--- src/rtl/m_ext_muldiv_pkg.sv ---
// Shared RV32M definitions: funct3 codes, controller FSM states and latched request payload.
package m_ext_muldiv_pkg;

  localparam int unsigned RV_XLEN = 32;

  localparam logic [2:0] F3_MUL    = 3'b000;
  localparam logic [2:0] F3_MULH   = 3'b001;
  localparam logic [2:0] F3_MULHSU = 3'b010;
  localparam logic [2:0] F3_MULHU  = 3'b011;
  localparam logic [2:0] F3_DIV    = 3'b100;
  localparam logic [2:0] F3_DIVU   = 3'b101;
  localparam logic [2:0] F3_REM    = 3'b110;
  localparam logic [2:0] F3_REMU   = 3'b111;

  typedef enum logic [1:0] {
    ST_IDLE,
    ST_MUL,
    ST_DIV,
    ST_DONE
  } muldiv_state_e;

  typedef struct packed {
    logic [2:0]         funct3;
    logic [RV_XLEN-1:0] rs1;
    logic [RV_XLEN-1:0] rs2;
    logic               is_signed;
    logic               is_rem;
  } muldiv_req_t;

  // Two's-complement magnitude when the operand is treated as signed.
  function automatic logic [RV_XLEN-1:0] mag(input logic [RV_XLEN-1:0] v, input logic sgn);
    return (sgn && v[RV_XLEN-1]) ? -v : v;
  endfunction

endpackage

--- src/rtl/m_div_step.sv ---
// Combinational restoring-divide step resolving BITS quotient bits per call.
module m_div_step #(
  parameter int unsigned XLEN = 32,
  parameter int unsigned BITS = 1
) (
  input  logic [XLEN-1:0] rem_i,
  input  logic [XLEN-1:0] quo_i,
  input  logic [XLEN-1:0] dvs_i,
  output logic [XLEN-1:0] rem_o,
  output logic [XLEN-1:0] quo_o
);

  // quo carries the unconsumed dividend bits at the top and new quotient bits at the bottom.
  always_comb begin
    logic [XLEN:0] trial;
    rem_o = rem_i;
    quo_o = quo_i;
    trial = '0;
    for (int unsigned i = 0; i < BITS; i++) begin
      trial = {rem_o, quo_o[XLEN-1]};
      if (trial >= {1'b0, dvs_i}) begin
        trial = trial - {1'b0, dvs_i};
        quo_o = {quo_o[XLEN-2:0], 1'b1};
      end else begin
        quo_o = {quo_o[XLEN-2:0], 1'b0};
      end
      rem_o = trial[XLEN-1:0];
    end
  end

endmodule

--- src/rtl/m_ext_muldiv_ctrl.sv ---
// RV32M sequencing controller: single-cycle multiplier plus iterative restoring divider.
// Optional macro M_DIV_REM_FUSE_EN retains the last normal divide for a fast DIV/REM pair.
module m_ext_muldiv_ctrl
  import m_ext_muldiv_pkg::*;
#(
  parameter int unsigned XLEN               = 32,
  parameter int unsigned DIV_BITS_PER_CYCLE = 1
) (
  input  logic            clk,
  input  logic            rst_n,
  input  logic            flush,
  input  logic            req_valid,
  output logic            req_ready,
  input  logic [2:0]      funct3,
  input  logic [XLEN-1:0] rs1,
  input  logic [XLEN-1:0] rs2,
  output logic            resp_valid,
  input  logic            resp_ready,
  output logic [XLEN-1:0] result,
  output logic            busy
);

  localparam int unsigned N_ITER = XLEN / DIV_BITS_PER_CYCLE;
  localparam int unsigned CNT_W  = $clog2(N_ITER);
  localparam logic [CNT_W-1:0] CNT_LOAD = CNT_W'(N_ITER - 1);

  if (XLEN != 32) begin : g_xlen_chk
    $error("m_ext_muldiv_ctrl: only XLEN=32 is supported");
  end
  if (DIV_BITS_PER_CYCLE != 1 && DIV_BITS_PER_CYCLE != 2 && DIV_BITS_PER_CYCLE != 4) begin : g_step_chk
    $error("m_ext_muldiv_ctrl: DIV_BITS_PER_CYCLE must be 1, 2 or 4");
  end

  muldiv_state_e   state_q, state_d;
  muldiv_req_t     req_q, req_d, in_req;
  logic [CNT_W-1:0] cnt_q, cnt_d;
  logic [XLEN-1:0] rem_q, rem_d, quo_q, quo_d, dvs_q, dvs_d;
  logic [XLEN-1:0] result_q, result_d;
  logic            req_ready_q, req_ready_d;
  logic            resp_valid_q, resp_valid_d;
  logic            busy_q, busy_d;

  logic            accept, in_div, in_signed, in_rem, in_div0, in_ovf;
  logic            fuse_hit;
  logic [XLEN-1:0] fuse_res;
  logic [XLEN-1:0] step_rem, step_quo;
  logic [XLEN-1:0] quo_fix, rem_fix, div_res, mul_res;
  logic [32:0]     mul_a, mul_b;
  logic [63:0]     prod;

  // Request decode straight from the pipeline inputs for the accept cycle.
  always_comb begin
    accept           = req_valid && req_ready_q;
    in_div           = funct3[2];
    in_signed        = in_div && !funct3[0];
    in_rem           = in_div && funct3[1];
    in_div0          = (rs2 == '0);
    in_ovf           = in_signed && (rs1 == 32'h8000_0000) && (rs2 == '1);
    in_req.funct3    = funct3;
    in_req.rs1       = rs1;
    in_req.rs2       = rs2;
    in_req.is_signed = in_signed;
    in_req.is_rem    = in_rem;
  end

  // Multiply from latched operands, sign-extended to 33 bits as the op demands.
  always_comb begin
    mul_a   = {(req_q.funct3 == F3_MULH || req_q.funct3 == F3_MULHSU) && req_q.rs1[31], req_q.rs1};
    mul_b   = {(req_q.funct3 == F3_MULH) && req_q.rs2[31], req_q.rs2};
    prod    = 64'($signed(mul_a)) * 64'($signed(mul_b));
    mul_res = (req_q.funct3 == F3_MUL) ? prod[31:0] : prod[63:32];
  end

  m_div_step #(
    .XLEN (XLEN),
    .BITS (DIV_BITS_PER_CYCLE)
  ) u_div_step (
    .rem_i (rem_q),
    .quo_i (quo_q),
    .dvs_i (dvs_q),
    .rem_o (step_rem),
    .quo_o (step_quo)
  );

  // Sign fixup applied to the final step output on the DIV->DONE edge.
  always_comb begin
    quo_fix = (req_q.is_signed && (req_q.rs1[31] ^ req_q.rs2[31])) ? -step_quo : step_quo;
    rem_fix = (req_q.is_signed && req_q.rs1[31]) ? -step_rem : step_rem;
    div_res = req_q.is_rem ? rem_fix : quo_fix;
  end

`ifdef M_DIV_REM_FUSE_EN
  logic            fz_v_q, fz_v_d, fz_sgn_q, fz_sgn_d;
  logic [XLEN-1:0] fz_rs1_q, fz_rs1_d, fz_rs2_q, fz_rs2_d, fz_quo_q, fz_quo_d, fz_rem_q, fz_rem_d;

  always_comb begin
    fuse_hit = fz_v_q && (rs1 == fz_rs1_q) && (rs2 == fz_rs2_q) && (in_signed == fz_sgn_q);
    fuse_res = in_rem ? fz_rem_q : fz_quo_q;
  end
`else
  always_comb begin
    fuse_hit = 1'b0;
    fuse_res = '0;
  end
`endif

  // Next-state and registered-output logic; flush overrides everything but reset.
  always_comb begin
    state_d  = state_q;
    req_d    = req_q;
    cnt_d    = cnt_q;
    rem_d    = rem_q;
    quo_d    = quo_q;
    dvs_d    = dvs_q;
    result_d = result_q;
`ifdef M_DIV_REM_FUSE_EN
    fz_v_d   = fz_v_q;
    fz_sgn_d = fz_sgn_q;
    fz_rs1_d = fz_rs1_q;
    fz_rs2_d = fz_rs2_q;
    fz_quo_d = fz_quo_q;
    fz_rem_d = fz_rem_q;
`endif
    case (state_q)
      ST_IDLE: begin
        if (accept) begin
          req_d = in_req;
          if (!in_div) begin
            state_d = ST_MUL;
          end else if (in_div0) begin
            state_d  = ST_DONE;
            result_d = in_rem ? rs1 : '1;
          end else if (in_ovf) begin
            state_d  = ST_DONE;
            result_d = in_rem ? '0 : 32'h8000_0000;
          end else if (fuse_hit) begin
            state_d  = ST_DONE;
            result_d = fuse_res;
          end else begin
            state_d = ST_DIV;
            cnt_d   = CNT_LOAD;
            rem_d   = '0;
            quo_d   = mag(rs1, in_signed);
            dvs_d   = mag(rs2, in_signed);
          end
        end
      end
      ST_MUL: begin
        state_d  = ST_DONE;
        result_d = mul_res;
      end
      ST_DIV: begin
        rem_d = step_rem;
        quo_d = step_quo;
        cnt_d = cnt_q - CNT_W'(1);
        if (cnt_q == '0) begin
          state_d  = ST_DONE;
          result_d = div_res;
`ifdef M_DIV_REM_FUSE_EN
          fz_v_d   = 1'b1;
          fz_sgn_d = req_q.is_signed;
          fz_rs1_d = req_q.rs1;
          fz_rs2_d = req_q.rs2;
          fz_quo_d = quo_fix;
          fz_rem_d = rem_fix;
`endif
        end
      end
      ST_DONE: begin
        if (resp_ready) state_d = ST_IDLE;
      end
      default: state_d = ST_IDLE;
    endcase
    if (flush) begin
      state_d = ST_IDLE;
`ifdef M_DIV_REM_FUSE_EN
      fz_v_d  = 1'b0;
`endif
    end
    req_ready_d  = (state_d == ST_IDLE);
    resp_valid_d = (state_d == ST_DONE);
    busy_d       = (state_d != ST_IDLE);
  end

  always_ff @(posedge clk) begin
    if (!rst_n) begin
      state_q      <= ST_IDLE;
      req_q        <= '0;
      cnt_q        <= '0;
      rem_q        <= '0;
      quo_q        <= '0;
      dvs_q        <= '0;
      result_q     <= '0;
      req_ready_q  <= 1'b1;
      resp_valid_q <= 1'b0;
      busy_q       <= 1'b0;
`ifdef M_DIV_REM_FUSE_EN
      fz_v_q       <= 1'b0;
      fz_sgn_q     <= 1'b0;
      fz_rs1_q     <= '0;
      fz_rs2_q     <= '0;
      fz_quo_q     <= '0;
      fz_rem_q     <= '0;
`endif
    end else begin
      state_q      <= state_d;
      req_q        <= req_d;
      cnt_q        <= cnt_d;
      rem_q        <= rem_d;
      quo_q        <= quo_d;
      dvs_q        <= dvs_d;
      result_q     <= result_d;
      req_ready_q  <= req_ready_d;
      resp_valid_q <= resp_valid_d;
      busy_q       <= busy_d;
`ifdef M_DIV_REM_FUSE_EN
      fz_v_q       <= fz_v_d;
      fz_sgn_q     <= fz_sgn_d;
      fz_rs1_q     <= fz_rs1_d;
      fz_rs2_q     <= fz_rs2_d;
      fz_quo_q     <= fz_quo_d;
      fz_rem_q     <= fz_rem_d;
`endif
    end
  end

  assign req_ready  = req_ready_q;
  assign resp_valid = resp_valid_q;
  assign result     = result_q;
  assign busy       = busy_q;

endmodule
--- config.mk ---
export PLATFORM = sky130hd
export DESIGN_NAME = m_ext_muldiv_ctrl
export DESIGN_NICKNAME = d
export VERILOG_FILES = /design/src/rtl/m_ext_muldiv_pkg.sv /design/src/rtl/m_div_step.sv /design/src/rtl/m_ext_muldiv_ctrl.sv
export SDC_FILE = /design/constraint.sdc
export NUM_CORES = 2
export LEC_CHECK = 0
export CAP_MARGIN = 20
export CELL_PAD_IN_SITES_DETAIL_PLACEMENT = 1
export CELL_PAD_IN_SITES_GLOBAL_PLACEMENT = 2
export CORE_MARGIN = 2
export CORE_UTILIZATION = 44
export DETAILED_ROUTE_END_ITERATION = 8
export MAX_ROUTING_LAYER = met4
export PLACE_DENSITY = 0.85
export SYNTH_ARGS = -nofsm -noshare
export SYNTH_HDL_FRONTEND = slang
export SYNTH_HIERARCHICAL = 1
export SYNTH_SLANG_ARGS = --single-unit
--- constraint.sdc ---
create_clock -name clk -period 13.6 [get_ports clk]
set_clock_uncertainty 0.05 [all_clocks]
set_input_delay 2.72 -clock clk [delete_from_list [all_inputs] [get_ports clk]]
set_output_delay 2.72 -clock clk [all_outputs]
set_load 0.005 [all_outputs]
### Word-level counts from Yosys, hierarchy flattened

Cells that the tools add are included.

| word-level totals | value |
|---|---|
| input port bits | 72 |
| output and inout bits | 35 |
| register bits | 207 |

| cells by class | value |
|---|---|
| bitwise logic cells | 3 |
| $add $sub $neg | 6 |
| reductions and logical operators | 25 |
| multiply operators | 1 |
| eq/ne operators | 14 |
| $lt $le $gt $ge | 1 |
| muxes and demuxes | 39 |

Operators by type and width:

| operator | count |
|---|---|
| $mux W32 | 22 |
| $neg A32 Y32 | 4 |
| $pmux W32 S2 | 2 |
| $pmux W32 S3 | 1 |
| $eq A32 B32 Y1 const B | 2 |
| $mul A33 B33 Y64 | 1 |
| $ge A33 B32 Y1 | 1 |
| $logic_not A32 Y1 | 1 |
| $sub A32 B32 Y32 | 1 |
| $mux W5 | 4 |
| $reduce_and A5 Y1 | 3 |
| $logic_and A1 B1 Y1 | 11 |
| $mux W2 | 5 |
| $ne A2 B2 Y1 const B | 5 |
| $pmux W5 S2 | 1 |
| $pmux W2 S4 | 1 |
| $eq A2 B2 Y1 const B | 3 |
| $logic_not A5 Y1 | 1 |
| $sub A5 B1 Y5 const B | 1 |
| $logic_not A2 Y1 | 2 |
| $reduce_bool A2 Y1 | 2 |
| $eq A3 B1 Y1 const B | 1 |
| $eq A3 B2 Y1 const B | 1 |
| $logic_not A3 Y1 | 1 |
| other kinds (9) | 12 |

### Depth between registers and ports, before layout

| logic depth | value |
|---|---|
| depth in word-level cells | 11 |
| mapped depth | 31 |
| mapped depth without buffers | 29 |

### Cells and area by module

Netlist, hierarchy kept.

Modules (own cells, without submodules):

| module | sequential area each (µm²) | area each (µm²) | cells each | times used |
|---|---|---|---|---|
| m_ext_muldiv_ctrl | 4144.0 | 49441.2 | 5826 | 1 |
| m_div_step | 0.0 | 2563.7 | 354 | 1 |

### Least setup slack after synthesis

OpenSTA, ideal clock, no wires.

| timing | value |
|---|---|
| path type | reg-to-reg |
| start point | register req_q (netlist bit mul_a[31]) |
| end point | register result_q[29] (netlist: result[29]) |
| data required time | 13428 ps |
| library setup time | 122 ps |
| arrival | 8446 ps |
| cell stages (with the launch flop) | 29 |
| path buffers | 3 |
| path slack | 4982 ps |
| path through | dfxtp_1 -> clkbuf_1 -> nor3b_1 -> clkbuf_1 -> nand2_1 -> fa_1 -> fa_1 -> inv_1 -> fa_1 -> inv_1 -> fa_1 -> inv_1 -> fa_1 -> fa_1 -> fa_1 -> inv_1 -> fa_1 -> inv_1 -> ha_1 -> clkbuf_1 -> and3_1 -> nand3_1 -> inv_1 -> a2111oi_0 -> o31a_1 -> o21ai_1 -> o21ai_0 -> xnor2_1 -> a221o_1 |

| between the ends | value |
|---|---|
| word-level cells in the longest chain between the ends | 6 |
| elaborated cells between the ends (all ways) | 11 |

RTL lines:

| element | line | RTL |
|---|---|---|
| start, declared | m_ext_muldiv_ctrl.sv:35 | `muldiv_req_t req_q, req_d, in_req;` |
| start signal, assigned | m_ext_muldiv_ctrl.sv:207 | `req_q <= req_d;` |
| branches (longest 5 deep; another with $mul A33 B33 Y64) | -- |  |
| $pmux W32 S3 * | m_ext_muldiv_ctrl.sv:124 | `case (state_q)` |
| end signal, assigned | m_ext_muldiv_ctrl.sv:212 | `result_q <= result_d;` |
| end, declared | m_ext_muldiv_ctrl.sv:38 | `logic [XLEN-1:0] result_q, result_d;` |

Mark *: on every way between the ends. The select of a mux whose other input is x is not followed.
A chain may end at the register's enable or synchronous reset.

### Worst setup path after layout

| timing | value |
|---|---|
| start point | register req_q[67] (netlist name) |
| end point | register result_q[31] (netlist: result[31]) |

| between the ends | value |
|---|---|
| word-level cells in the longest chain between the ends | 6 |
| elaborated cells between the ends (all ways) | 9 |

RTL lines:

| element | line | RTL |
|---|---|---|
| $eq A3 B1 Y1 / $eq A3 B2 Y1 (equally long branches) | m_ext_muldiv_ctrl.sv:68, m_ext_muldiv_ctrl.sv:69 |  |
| $logic_or A1 B1 Y1 | m_ext_muldiv_ctrl.sv:68 | `mul_a = {(req_q.funct3 == F3_MULH \|\| req_q.funct3 == F3_MULHSU) && req_q.rs1[31], req_q.rs1};` |
| $logic_and A1 B1 Y1 | m_ext_muldiv_ctrl.sv:68 |  |
| $mul A33 B33 Y64 | m_ext_muldiv_ctrl.sv:70 | `prod = 64'($signed(mul_a)) * 64'($signed(mul_b));` |
| $mux W32 * | m_ext_muldiv_ctrl.sv:71 | `mul_res = (req_q.funct3 == F3_MUL) ? prod[31:0] : prod[63:32];` |
| $pmux W32 S3 * | m_ext_muldiv_ctrl.sv:124 |  |

Every way passes the cells marked *; elsewhere a longest branch is shown, timed or not.

==> results.cfg <==
[critical_path]
rrSetupSlack_ps = 3930
cp.arrival_ps = 10080
crit_family = adder cells
worstSetupPathType = register to register
worstPathRequired_ps = 14010
path_max_fanout = 31
slowest_stage = fa_1
cpPeakStageDelay_ps = 820
path_buf_inv = 9
start_kind = register
crit_path_end_kind = register
r2r_cells = 29
r2r_end = result[31]
r2r-start = req_q[67]

[clocking]
cts_setup_buffers = 0
cts_tree = done
clkTransAtPathRegs_ps = 60
clock-root-buffer = clkbuf_16
numCtsBuffers = 26
cts_hold_buffers = 0
cts_max_path_buffers = 3
cts_sinks = 207
cts.repair.resized = 0
cts.htree.levels = 1
clk_latency_ps = 570

[die]
die_y_um = 347.8
fp.dieW_um = 347.8
ios = 107
core_region_area_um2 = 117600
initial_utilization_pct = 44.22
num_rows = 126
dieArea_um2 = 121000

[timing]
rsz0062_at_grt = false
hold_viol = 0
fin_crit_ps = 9666
period_share_pct = 71.07
setup-tns-final_ps = 0
slew_viol_final = 0
setup_viol = 0
slew_headroom_pct = 19.99
max_freq_mhz = 103.5
worst_pin_slew_ps = 1185

[layout]
fillers = 14021
seqCellArea_um2 = 4146
utilization_pct = 46.75
syn_to_final_growth_pct = 5.721
multi_input_area_um2 = 41600
drive_gt1_share_pct = 3.513
final_nets = 7471

[yosys]
synth_common_cells = inv_1 (1247), nand2_1 (1165), fa_1 (1126)
syn-cell-area_um2 = 52000
yosysMostFrequentCell = inv_1
ys_seq_area_share_pct = 7.968
synth_top_area_share_pct = 43.35
syn_inst = 6180
syn_area_per_cell_um2 = 8.415
synth_flop_cell = dfxtp_1
synth_seq_cells = 207
synth_edf_count = 0
synth_area_leader_cell = fa_1
postSynthNetCount = 7635
yosys_warnings = 6
yosysUniqueCellTypes = 91
ys_top_cells_by_area = fa_1 (43%), inv_1 (9.0%), nand2_1 (8.4%)
ys_async_sr_fraction_pct = 0

[grt]
antenna_found_initial = 8
grt_max_degree = 105
grt_overflow = 0
grt_pass1_wl_um = 285800
grt_use_total_pct = 31.99
grt_pass1_vias = 46579

[hold_path]
hp-class = register to register
hp-start = result[13]
hold_path_end = result[13]
hold_depth = 2

[power_and_ir_drop]
power_leakage_nw = 24.75
pwr_density_cell_nw_per_um2 = 67.24
ir_drop_mv = 0.08239

[drt]
wl_per_cell_um = 24.31
dr_total_vias = 42063
routed_via_density = 5.554
drt_iter0_drc = 2928
routed_wl_um = 184100
drt_pass1_iterations = 5
ant_nets = 0
post-route-drc-count = 0

[flow_run]
cap_viol_max_count = 0

[place]
dpl.hpwl_um = 142200
place.port_buffers = 106
gp_congestion = 0.9318

[status]
status = completed
==> how the worst max path moves through the flow <==
stage,from,endpoint,slack (ps),depth (start not counted)
global placement,req_q[67],result[29],4200,29
global route,req_q[67],result[29],3400,29
CTS,req_q[67],result[31],3930,29
detailed placement,req_q[67],result[29],3910,29
floorplan,mul_a[31],result[29],4980,28
finish,req_q[67],result[31],3930,29
==> state kept, by name, indices dropped and copies added (netlist names) <==
register    flops
resp_valid      1
mul_b          32
dvs_q          32
req_ready       1
mul_a          32
cnt_q           5
req_q           5
busy            1
quo_q          32
state_q         2
result         32
rem_q          32
==> per-layer routing <==
layer | wire [µm] | GRT usage (%) | share of wire [%] | vias up
met1 | 78290 | 42.00 | 43 | 22320
met4 | 5345 | 8.093 | 2.9 | 0
met2 | 90480 | 53.38 | 49 | 1170
met5 | 0 | - | 0 | -
met3 | 9981 | 3.035 | 5.4 | 263
li1 | - | - | - | 18310
==> cells by family (layout without fill, tap and decap cells) <==
| logic type | after synthesis | after routing | share of synthesized area, % |
|---|---|---|---|
| buffers and inverters | 1638 | 1493 | 12.16 |
| XOR/XNOR | 207 | 207 | 3.513 |
| AO/OA/AOI/OAI | 757 | 757 | 8.864 |
| multiplexers | 45 | 45 | 1.003 |
| other | 0 | 2 | 0 |
| adder cells (fa/ha/maj) | 1383 | 1383 | 49.53 |
| AND/OR/NAND/NOR | 1943 | 1943 | 16.96 |
| flip-flops | 207 | 207 | 7.968 |
==> stage by stage <==
| stage | cells | setup slack [ps] | area [µm²] | total power (W) | hold slack (ps) |
|---|---|---|---|---|---|
| after CTS | 7570 | 3929 | 54950 | 0.003696 | 401.0 |
| after global placement | 7523 | 4197 | 54100 | 0.002904 | 385.4 |
| after floorplan | 6180 | 4982 | 52000 | 0.002104 | 382.2 |
| final | 7573 | 3934 | 54980 | 0.003697 | 402.9 |
| after global routing | 7572 | 3397 | 54980 | 0.003936 | 417.0 |
| after detailed placement | 7523 | 3915 | 54100 | 0.002950 | 393.5 |
==> power breakdown <==
group / total, W / internal, W / switching, W
Clock: 0.000724 / 0.000406 / 0.000318
Combinational: 0.00228 / 0.000735 / 0.00155
Sequential: 0.000689 / 0.000646 / 0.0000430
Total: 0.00370 / 0.00179 / 0.00191
==> cell usage in the layout, fill, tap and decap left out, types with 28 or more instances in the layout <==
cell type / n
a211oi_1: 33
a21o_1: 39
a21oi_1: 294
a31oi_1: 28
and2_1: 325
buf_4: 89
clkdlybuf4s50_1: 106
dfxtp_1: 205
fa_1: 1126
ha_1: 256
inv_1: 1247
nand2_1: 1165
nand3_1: 70
nand4_1: 38
nor2_1: 165
nor3_1: 44
o21ai_0: 147
o21ai_1: 39
o31ai_1: 29
xnor2_1: 125
xor2_1: 81
==> area by class of cell <==
cell class	count	share of cell area, %
Sequential cell	207	7.542
Antenna cell	2	0.009103
Multi-Input combinational cell	4335	75.67
Clock inverter	16	0.2685
Inverter	1250	8.543
Tap cell	1536	3.496
Timing Repair Buffer	196	3.195
Clock buffer	31	1.274
==> worst reg2reg max path, delay by kind of cell (launching register included) <==
kind            cells  cell delay [ps]
fa+ha+maj           9             5140
compound gates      6             1650
buf+inv             9             1380
simple gates        4              690
flops               1              450
xor+xnor            1              210
Power figures use the tool's default switching activity.
